$ cat config.mk
export PLATFORM = sky130hd
export DESIGN_NAME = bldc_hall_emulator
export DESIGN_NICKNAME = d
export VERILOG_FILES = /design/src/rtl/bldc_hall_emulator.sv
export SDC_FILE = /design/constraint.sdc
export NUM_CORES = 1
export LEC_CHECK = 0
export ABC_AREA = 1
export ABC_CLOCK_PERIOD_IN_PS = 11400
export CORE_ASPECT_RATIO = 0.8
export CORE_MARGIN = 3
export CORE_UTILIZATION = 50
export DETAILED_ROUTE_END_ITERATION = 10
export PLACE_DENSITY = 0.73
export SLEW_MARGIN = 20
export SYNTH_ARGS = -nofsm -noshare
export SYNTH_HDL_FRONTEND = slang
export SYNTH_SLANG_ARGS = --single-unit
$ cat constraint.sdc
create_clock -name sys_clk -period 11.4 [get_ports sys_clk]
set_input_delay 2.28 -clock sys_clk [delete_from_list [all_inputs] [get_ports sys_clk]]
set_output_delay 2.28 -clock sys_clk [all_outputs]
set_load 0.02 [all_outputs]
$ cat src/rtl/bldc_hall_emulator.sv
// ---------------------------------------------------------------------------
// bldc_hall_emulator
//
// Closed-loop BLDC motor / Hall-sensor emulator. It watches the six-switch
// phase drive of a commutation driver and returns the Hall code the driver
// expects. The rotor advances one sector per step_ticks cycles of effective
// (PWM-on, correctly commutated) drive.
//
// Optional build macro:
//   BLDC_HALL_EMU_GLITCH_EN - when defined, each sector step makes
//   hall_values bounce between the old and new codes for glitch_cycles
//   cycles before settling on the new code.
//
// Parameters:
//   clk_freq_hz    sys_clk frequency (documentation only)
//   counter_width  width of step accumulator, stall counter, step_count
//   init_sector    rotor sector after reset (0..5)
//   glitch_cycles  Hall bounce length in cycles (glitch build only)
//
// Ports:
//   sys_clk        system clock
//   reset_n        asynchronous active-low reset
//   phase_enable   [5:3] A/B/C high-side, [2:0] A/B/C low-side (async)
//   pwm_out        PWM-gated switch states, same layout (async)
//   enable         emulator enable
//   step_ticks     effective cycles per sector step (0 behaves as 1)
//   stall_limit    wrong-vector cycles before stall (0 disables stall)
//   fault_clear    single-cycle pulse clearing a latched fault
//   hall_values    emulated Hall code {H3,H2,H1}
//   fault_n        shoot-through fault, active low
//   overcurrent_n  stall overcurrent, active low
//   sector         true rotor sector 0..5
//   step_count     signed, wrapping count of sector steps
//   emu_state      0 IDLE, 1 RUN, 2 STALL, 3 FAULT
// ---------------------------------------------------------------------------
module bldc_hall_emulator #(
    parameter int unsigned clk_freq_hz   = 54_000_000,
    parameter int          counter_width = 32,
    parameter int          init_sector   = 0,
    parameter int          glitch_cycles = 8
) (
    input  logic                     sys_clk,
    input  logic                     reset_n,
    input  logic [5:0]               phase_enable,
    input  logic [5:0]               pwm_out,
    input  logic                     enable,
    input  logic [counter_width-1:0] step_ticks,
    input  logic [counter_width-1:0] stall_limit,
    input  logic                     fault_clear,
    output logic [2:0]               hall_values,
    output logic                     fault_n,
    output logic                     overcurrent_n,
    output logic [2:0]               sector,
    output logic [counter_width-1:0] step_count,
    output logic [1:0]               emu_state
);

    typedef enum logic [1:0] {
        ST_IDLE  = 2'd0,
        ST_RUN   = 2'd1,
        ST_STALL = 2'd2,
        ST_FAULT = 2'd3
    } emu_state_t;

    localparam logic [2:0]               INIT_SECTOR = 3'(init_sector);
    localparam logic [counter_width-1:0] ONE         = {{(counter_width-1){1'b0}}, 1'b1};
    localparam logic [counter_width:0]   ONE_W       = {{counter_width{1'b0}}, 1'b1};

    // Elaboration-time sanity check of the configuration.
    if (init_sector < 0 || init_sector > 5 || clk_freq_hz == 0 || glitch_cycles < 0) begin : g_param_check
        $error("bldc_hall_emulator: illegal parameter value");
    end

    function automatic logic [2:0] hall_code(input logic [2:0] s);
        case (s)
            3'd0:    hall_code = 3'b001;
            3'd1:    hall_code = 3'b011;
            3'd2:    hall_code = 3'b010;
            3'd3:    hall_code = 3'b110;
            3'd4:    hall_code = 3'b100;
            3'd5:    hall_code = 3'b101;
            default: hall_code = 3'b000;
        endcase
    endfunction

    // ------------------------------------------------------------------
    // 2-FF synchronisers. Only the high-side PWM bits gate the drive, the
    // low-side PWM bits are carried through but not decoded.
    // ------------------------------------------------------------------
    logic [5:0] pe_meta, pe_sync;
    logic [5:0] pwm_meta, pwm_sync;

    // NOTE: sequential state is always assigned with <= so every register
    // samples the pre-edge values of the others, exactly like flip-flops.
    always_ff @(posedge sys_clk or negedge reset_n) begin
        if (!reset_n) begin
            pe_meta  <= '0;
            pe_sync  <= '0;
            pwm_meta <= '0;
            pwm_sync <= '0;
        end else begin
            pe_meta  <= phase_enable;
            pe_sync  <= pe_meta;
            pwm_meta <= pwm_out;
            pwm_sync <= pwm_meta;
        end
    end

    wire unused_pwm_lo = ^pwm_sync[2:0];

    // ------------------------------------------------------------------
    // Drive decode
    // ------------------------------------------------------------------
    logic [2:0] drv_hi, drv_lo;
    logic       shoot, coast, vec_valid, effective;
    logic [2:0] vec_idx, rev_idx;
    logic       match_fwd, match_rev, vec_wrong;

    assign drv_hi    = pe_sync[5:3];
    assign drv_lo    = pe_sync[2:0];
    assign shoot     = |(drv_hi & drv_lo);
    assign coast     = (pe_sync == 6'd0);
    assign vec_valid = $onehot(drv_hi) && $onehot(drv_lo) && (drv_hi != drv_lo);
    assign effective = vec_valid && (|(pwm_sync[5:3] & drv_hi));

    always_comb begin
        case ({drv_hi, drv_lo})
            6'b100_010: vec_idx = 3'd0;  // A+ B-
            6'b100_001: vec_idx = 3'd1;  // A+ C-
            6'b010_001: vec_idx = 3'd2;  // B+ C-
            6'b010_100: vec_idx = 3'd3;  // B+ A-
            6'b001_100: vec_idx = 3'd4;  // C+ A-
            6'b001_010: vec_idx = 3'd5;  // C+ B-
            default:    vec_idx = 3'd0;
        endcase
    end

    // Reverse rotation is driven by the vector half a turn away.
    assign rev_idx   = (sector >= 3'd3) ? (sector - 3'd3) : (sector + 3'd3);
    assign match_fwd = vec_valid && (vec_idx == sector);
    assign match_rev = vec_valid && (vec_idx == rev_idx);
    assign vec_wrong = vec_valid && !match_fwd && !match_rev;

    // ------------------------------------------------------------------
    // State machine and step accumulator
    // ------------------------------------------------------------------
    emu_state_t                 state, state_next;
    logic [counter_width-1:0]   acc, acc_next, acc_base;
    logic [counter_width-1:0]   stall_cnt, stall_next;
    logic                       last_rev, last_rev_next;
    logic [counter_width:0]     ticks_eff, acc_inc, stall_inc;
    logic                       step_en, step_rev;
    logic [2:0]                 sector_step, sector_next;

    assign ticks_eff = (step_ticks == '0) ? ONE_W : {1'b0, step_ticks};
    // A direction change restarts accumulation from zero.
    assign acc_base  = (match_rev != last_rev) ? '0 : acc;
    assign acc_inc   = {1'b0, acc_base} + ONE_W;
    assign stall_inc = {1'b0, stall_cnt} + ONE_W;

    // NOTE: every signal driven here gets a default first, so no path
    // leaves it unassigned and no latch is inferred.
    always_comb begin
        state_next    = state;
        acc_next      = acc;
        stall_next    = stall_cnt;
        last_rev_next = last_rev;
        step_en       = 1'b0;
        step_rev      = 1'b0;

        if (shoot) begin
            state_next = ST_FAULT;
        end else begin
            case (state)
                ST_IDLE: begin
                    acc_next   = '0;
                    stall_next = '0;
                    if (enable) state_next = ST_RUN;
                end
                ST_RUN: begin
                    if (!enable) begin
                        state_next = ST_IDLE;
                    end else if (match_fwd || match_rev) begin
                        stall_next = '0;
                        if (effective) begin
                            last_rev_next = match_rev;
                            if (acc_inc >= ticks_eff) begin
                                step_en  = 1'b1;
                                step_rev = match_rev;
                                acc_next = '0;
                            end else begin
                                acc_next = acc_inc[counter_width-1:0];
                            end
                        end
                    end else if (vec_wrong) begin
                        stall_next = stall_inc[counter_width-1:0];
                        if ((stall_limit != '0) && (stall_inc >= {1'b0, stall_limit}))
                            state_next = ST_STALL;
                    end
                end
                ST_STALL: begin
                    if (!enable) begin
                        state_next = ST_IDLE;
                    end else if (coast || match_fwd || match_rev) begin
                        state_next = ST_RUN;
                        stall_next = '0;
                    end
                end
                ST_FAULT: begin
                    // Shoot-through is already known absent on this branch.
                    if (fault_clear) state_next = ST_IDLE;
                end
                default: state_next = ST_IDLE;
            endcase
        end
    end

    always_comb begin
        if (step_rev) sector_step = (sector == 3'd0) ? 3'd5 : (sector - 3'd1);
        else          sector_step = (sector == 3'd5) ? 3'd0 : (sector + 3'd1);
    end

    assign sector_next = step_en ? sector_step : sector;

    always_ff @(posedge sys_clk or negedge reset_n) begin
        if (!reset_n) begin
            state         <= ST_IDLE;
            acc           <= '0;
            stall_cnt     <= '0;
            last_rev      <= 1'b0;
            sector        <= INIT_SECTOR;
            step_count    <= '0;
            fault_n       <= 1'b1;
            overcurrent_n <= 1'b1;
        end else begin
            state         <= state_next;
            acc           <= acc_next;
            stall_cnt     <= stall_next;
            last_rev      <= last_rev_next;
            sector        <= sector_next;
            if (step_en)
                step_count <= step_rev ? (step_count - ONE) : (step_count + ONE);
            fault_n       <= (state_next != ST_FAULT);
            overcurrent_n <= (state_next != ST_STALL);
        end
    end

    assign emu_state = state;

    // ------------------------------------------------------------------
    // Hall output
    // ------------------------------------------------------------------
`ifdef BLDC_HALL_EMU_GLITCH_EN
    localparam int GW = (glitch_cycles < 2) ? 1 : $clog2(glitch_cycles + 1);
    localparam logic [GW-1:0] BOUNCE_LOAD = (glitch_cycles > 0) ? GW'(glitch_cycles - 1) : '0;

    logic [GW-1:0] bounce_cnt;
    logic [2:0]    bounce_old;

    // The first bounce cycle shows the new code, then it alternates with
    // the code that was on the pins when the step arrived.
    always_ff @(posedge sys_clk or negedge reset_n) begin
        if (!reset_n) begin
            hall_values <= hall_code(INIT_SECTOR);
            bounce_old  <= hall_code(INIT_SECTOR);
            bounce_cnt  <= '0;
        end else if (step_en) begin
            bounce_old  <= hall_values;
            hall_values <= hall_code(sector_step);
            bounce_cnt  <= BOUNCE_LOAD;
        end else if (bounce_cnt != '0) begin
            bounce_cnt  <= bounce_cnt - GW'(1);
            hall_values <= (hall_values == hall_code(sector)) ? bounce_old : hall_code(sector);
        end else begin
            hall_values <= hall_code(sector);
        end
    end
`else
    always_ff @(posedge sys_clk or negedge reset_n) begin
        if (!reset_n) hall_values <= hall_code(INIT_SECTOR);
        else          hall_values <= hall_code(sector_next);
    end
`endif

endmodule

==> summary.md <==
| Metric | Value |
|---|---|
| Outcome | complete, no violations |
| Num Clock Sinks | 125 |
| Worst Skew | 12.4 ps |
| Top post-synthesis cells by area | dfrtp_1 29%, ha_1 13%, inv_1 9.7% |
| Die W | 167 um |
| Antenna-violating nets left | 0 |
| Startpoint Class | flip-flop |
| CTS hold repair buffers | 0 |
| Area growth syn-to-layout | 20.1% |
| Layout Nets | 1728 |
| H-tree Lvls | 4 |
| Slew HR | 34.7% |
| Synth Area in Compound Gates | 12.7% |
| Largest net degree at the start of global routing | between 70 and 80 |
| Simple-gate share of the synthesized area | between 20% and 30% |
| Setup violations, final | 0 |
| Most frequent CP cell | nand2_1 |
| Post-route design area | 12500 um^2 |
| Pleak | around 6.3 nW |
| Multiplexer share of the synthesized area | 0.0964% |
| FF+latch count, synth | 125 |
| Worst setup path class | flip-flop to flip-flop |
| Die H | 135 um |
| Worst path depth | 43 |
| GP Congestion | 0.963 |
| Die area | between 20000 and 25000 um^2 |
| Initial Util | 51.7% |
| Synth area leader | dfrtp_1 |
| Final Max Slew Viols | 0 |
| CTS resizes | 0 |
| WL per Instance | 14.8 um |
| Clk Latency, worst-skew pair | 420 ps |
| Port Buffer Count | 118 |
| Placed wire-length estimate | roughly 21000 um |
| Vias in the first global route | 9293 |
| CORE AREA | 20100 um^2 |
| TritonRoute pass-1 iters | 5 |
| Global-route wire length before repair | between 40000 and 50000 um |
| Reg-to-reg startpoint | pe_sync[3]$_DFF_PN0_ |
| Crit path DAT | 9800 ps |
| DR vias/cell | 5.36 |
| Mapped Nets | between 1500 and 2000 |
| WP data required | approximately 12000 ps |
| Worst Tran Pin Value | 977 ps |
| Final period util | 82.8% |
| Asr flop ratio synth | 100% |
| Primary FF master, synth | dfrtp_1 |
| Post-CTS setup buffers | 0 |
| Post-synthesis adder-cell area fraction | between 10% and 20% |
| Layout cells sized above 1 | 5.79% |
| Cell count of the worst reg-to-reg path | 43 |
| Critical Path Source | pe_sync[3]$_DFF_PN0_ |
| CTS Root Cell | clkbuf_16 |
| CTS max path bufs | 2 |
| Count of different cell masters after synthesis | 52 |
| Antenna violations before repair | 0 |
| Final WL | 27000 um |
| Fill cells | 1820 |
| Crit. End Element | flip-flop |
| Clk slew on worst S/H paths | around 60 ps |
| Max frequency | 106 MHz |
| Global route overflow | 0 |
| CP endpoint | step_count[23]$_DFFE_PN0P_ |
| Total track usage | 24.4% |
| Mean Syn Cell Area | 7.33 um^2 |
| Placement Cell Area | 11800 um^2 |
| Endpoints failing hold | 0 |
| Largest family of logic cells by synthesized area | simple AND/OR/NAND/NOR gates |
| Final min period | 9440 ps |
| CP delay by family, top | simple AND/OR/NAND/NOR gates |
| Post-synthesis instance total | 1417 |
| # rows | 46 |
| Worst reg-to-reg setup slack | 1960 ps |
| Max FO, Critical Path | 47 |
| Via count | 9750 |
| RSZ-0062 raised after global routing | no |
| Ports | 122 |
| Worst IR drop on VDD | 0.0814 mV |
| CP bufs+invs | 5 |
| Sequential share of the synthesized area | 30.2% |
| Worst path max stage delay | about 540 ps |
| FF-to-FF End | step_count[23]$_DFFE_PN0P_ |
| N_diodes | 0 |
| Synth warn | 0 |
| Netlist Area Pre-Place | 10400 um^2 |
| CP max-delay cell | nor2_2 |
| Hold Crit Class | flip-flop to flip-flop |
| Yosys top cell area share | between 20% and 30% |
| Starting DRC count in detailed routing | ~800 |
| CTS Buf Count | 17 |
| Sum Neg Setup Slack | 0 ps |
| Drc violations | 0 |
| Max Cap Viol | 0 |
| CTS tree | built |
| Post-synth EDFFs | 0 |
| XOR/XNOR share of the synthesized area | 6.83% |
| P per Cell Area | 123 nW/um^2 |
## layout make-up
class | count | area (um^2) | area share [%]
clock buffer | 19 | 443 | 3.55
clock inverter | 13 | 190 | 1.53
inverter | 273 | 1030 | 8.24
multi-input combinational | 1001 | 6110 | 49.0
sequential | 125 | 3130 | 25.1
tap | 264 | 330 | 2.65
timing repair buffer | 123 | 1240 | 9.91
## flip-flops by register name (all words and copies together) (netlist names), 2 cells and up
name         count
hall_values      3
sector           3
stall_cnt       32
pe_meta          6
emu_state        2
pe_sync          6
acc             32
pwm_meta         3
pwm_sync         3
step_count      32
## cells by family after synthesis
family	Yosys count
buf+inv	291
flops	125
compound gates	222
xor+xnor	81
simple gates	590
fa+ha+maj	107
mux	1
## metrics by stage
stage	worst slack [ps]	std cells	utilization [%]	power [mW]	hold slack (ps)
2_1_floorplan	3270	1417	-	0.831	331
4_1_cts	2100	1817	61.9	1.54	347
3_3_place_gp	2250	1785	58.8	0.939	332
6_report	1960	1818	62.1	1.54	346
3_5_place_dp	2160	1785	58.8	0.958	335
5_1_grt	1200	1818	62.1	1.64	353
## per-layer routing
layer	part of all wire (%)	track usage [%]	vias to the layer above
met4	1.1	5.45	0
met3	8.3	6.47	31
met1	50	36.8	4458
li1	-	-	4918
met2	41	35.1	343
met5	0	0	-
## synth_stat cells (4+ instances only)
library cell  number
nor2_1           117
inv_2              4
nand3_1           77
nand2_2            5
nand3b_1           5
nor2_2             5
o21ai_0           53
nand2_1          265
a21oi_1           69
clkbuf_1           8
o21ai_2           15
nand4_1           29
a31oi_1            5
o21bai_1           5
dfrtp_1          122
buf_4              4
buf_6              5
o22ai_1           43
o21ai_1            9
xnor2_1           20
nor2_4             5
nor4_1            25
nor3_1            43
inv_1            268
xor2_1            61
o21a_1             5
ha_1             104
## placed cells by master (no fill, tap or decap), drive strengths merged, types with 4 or more instances in the layout
cell type      instances
o21ai                 77
o21bai                 6
nand4                 30
nand3                 80
nand3b                 5
nor2                 129
inv                  274
dfrtp                122
xnor2                 20
clkinv                 4
clkinvlp               4
a21oi                 69
a31oi                  5
nor3                  46
xor2                  61
bufinv                 4
o22ai                 43
ha                   104
o21a                   5
nand2                272
clkbuf                19
clkdlybuf4s50        117
buf                    6
nor4                  25
## worst min-delay path by stage
stage / startpoint / end / slack [ps] / cells past startpoint
2_1_floorplan: pe_meta[0]$_DFF_PN0_ / pe_sync[0]$_DFF_PN0_ / 330 / 0
3_3_place_gp: pe_meta[0]$_DFF_PN0_ / pe_sync[0]$_DFF_PN0_ / 330 / 0
3_5_place_dp: pe_meta[2]$_DFF_PN0_ / pe_sync[2]$_DFF_PN0_ / 330 / 0
4_1_cts: pe_meta[2]$_DFF_PN0_ / pe_sync[2]$_DFF_PN0_ / 350 / 0
5_1_grt: pe_meta[5]$_DFF_PN0_ / pe_sync[5]$_DFF_PN0_ / 350 / 0
6_report: pe_meta[2]$_DFF_PN0_ / pe_sync[2]$_DFF_PN0_ / 350 / 0
## power by group
part	leakage [nW]	internal [mW]	switching, mW
clock network	0.296	0.373	0.208
registers	1.63	0.519	0.0611
logic	4.34	0.149	0.228
total	6.26	1.04	0.497
(Power assumes the default switching activity.)
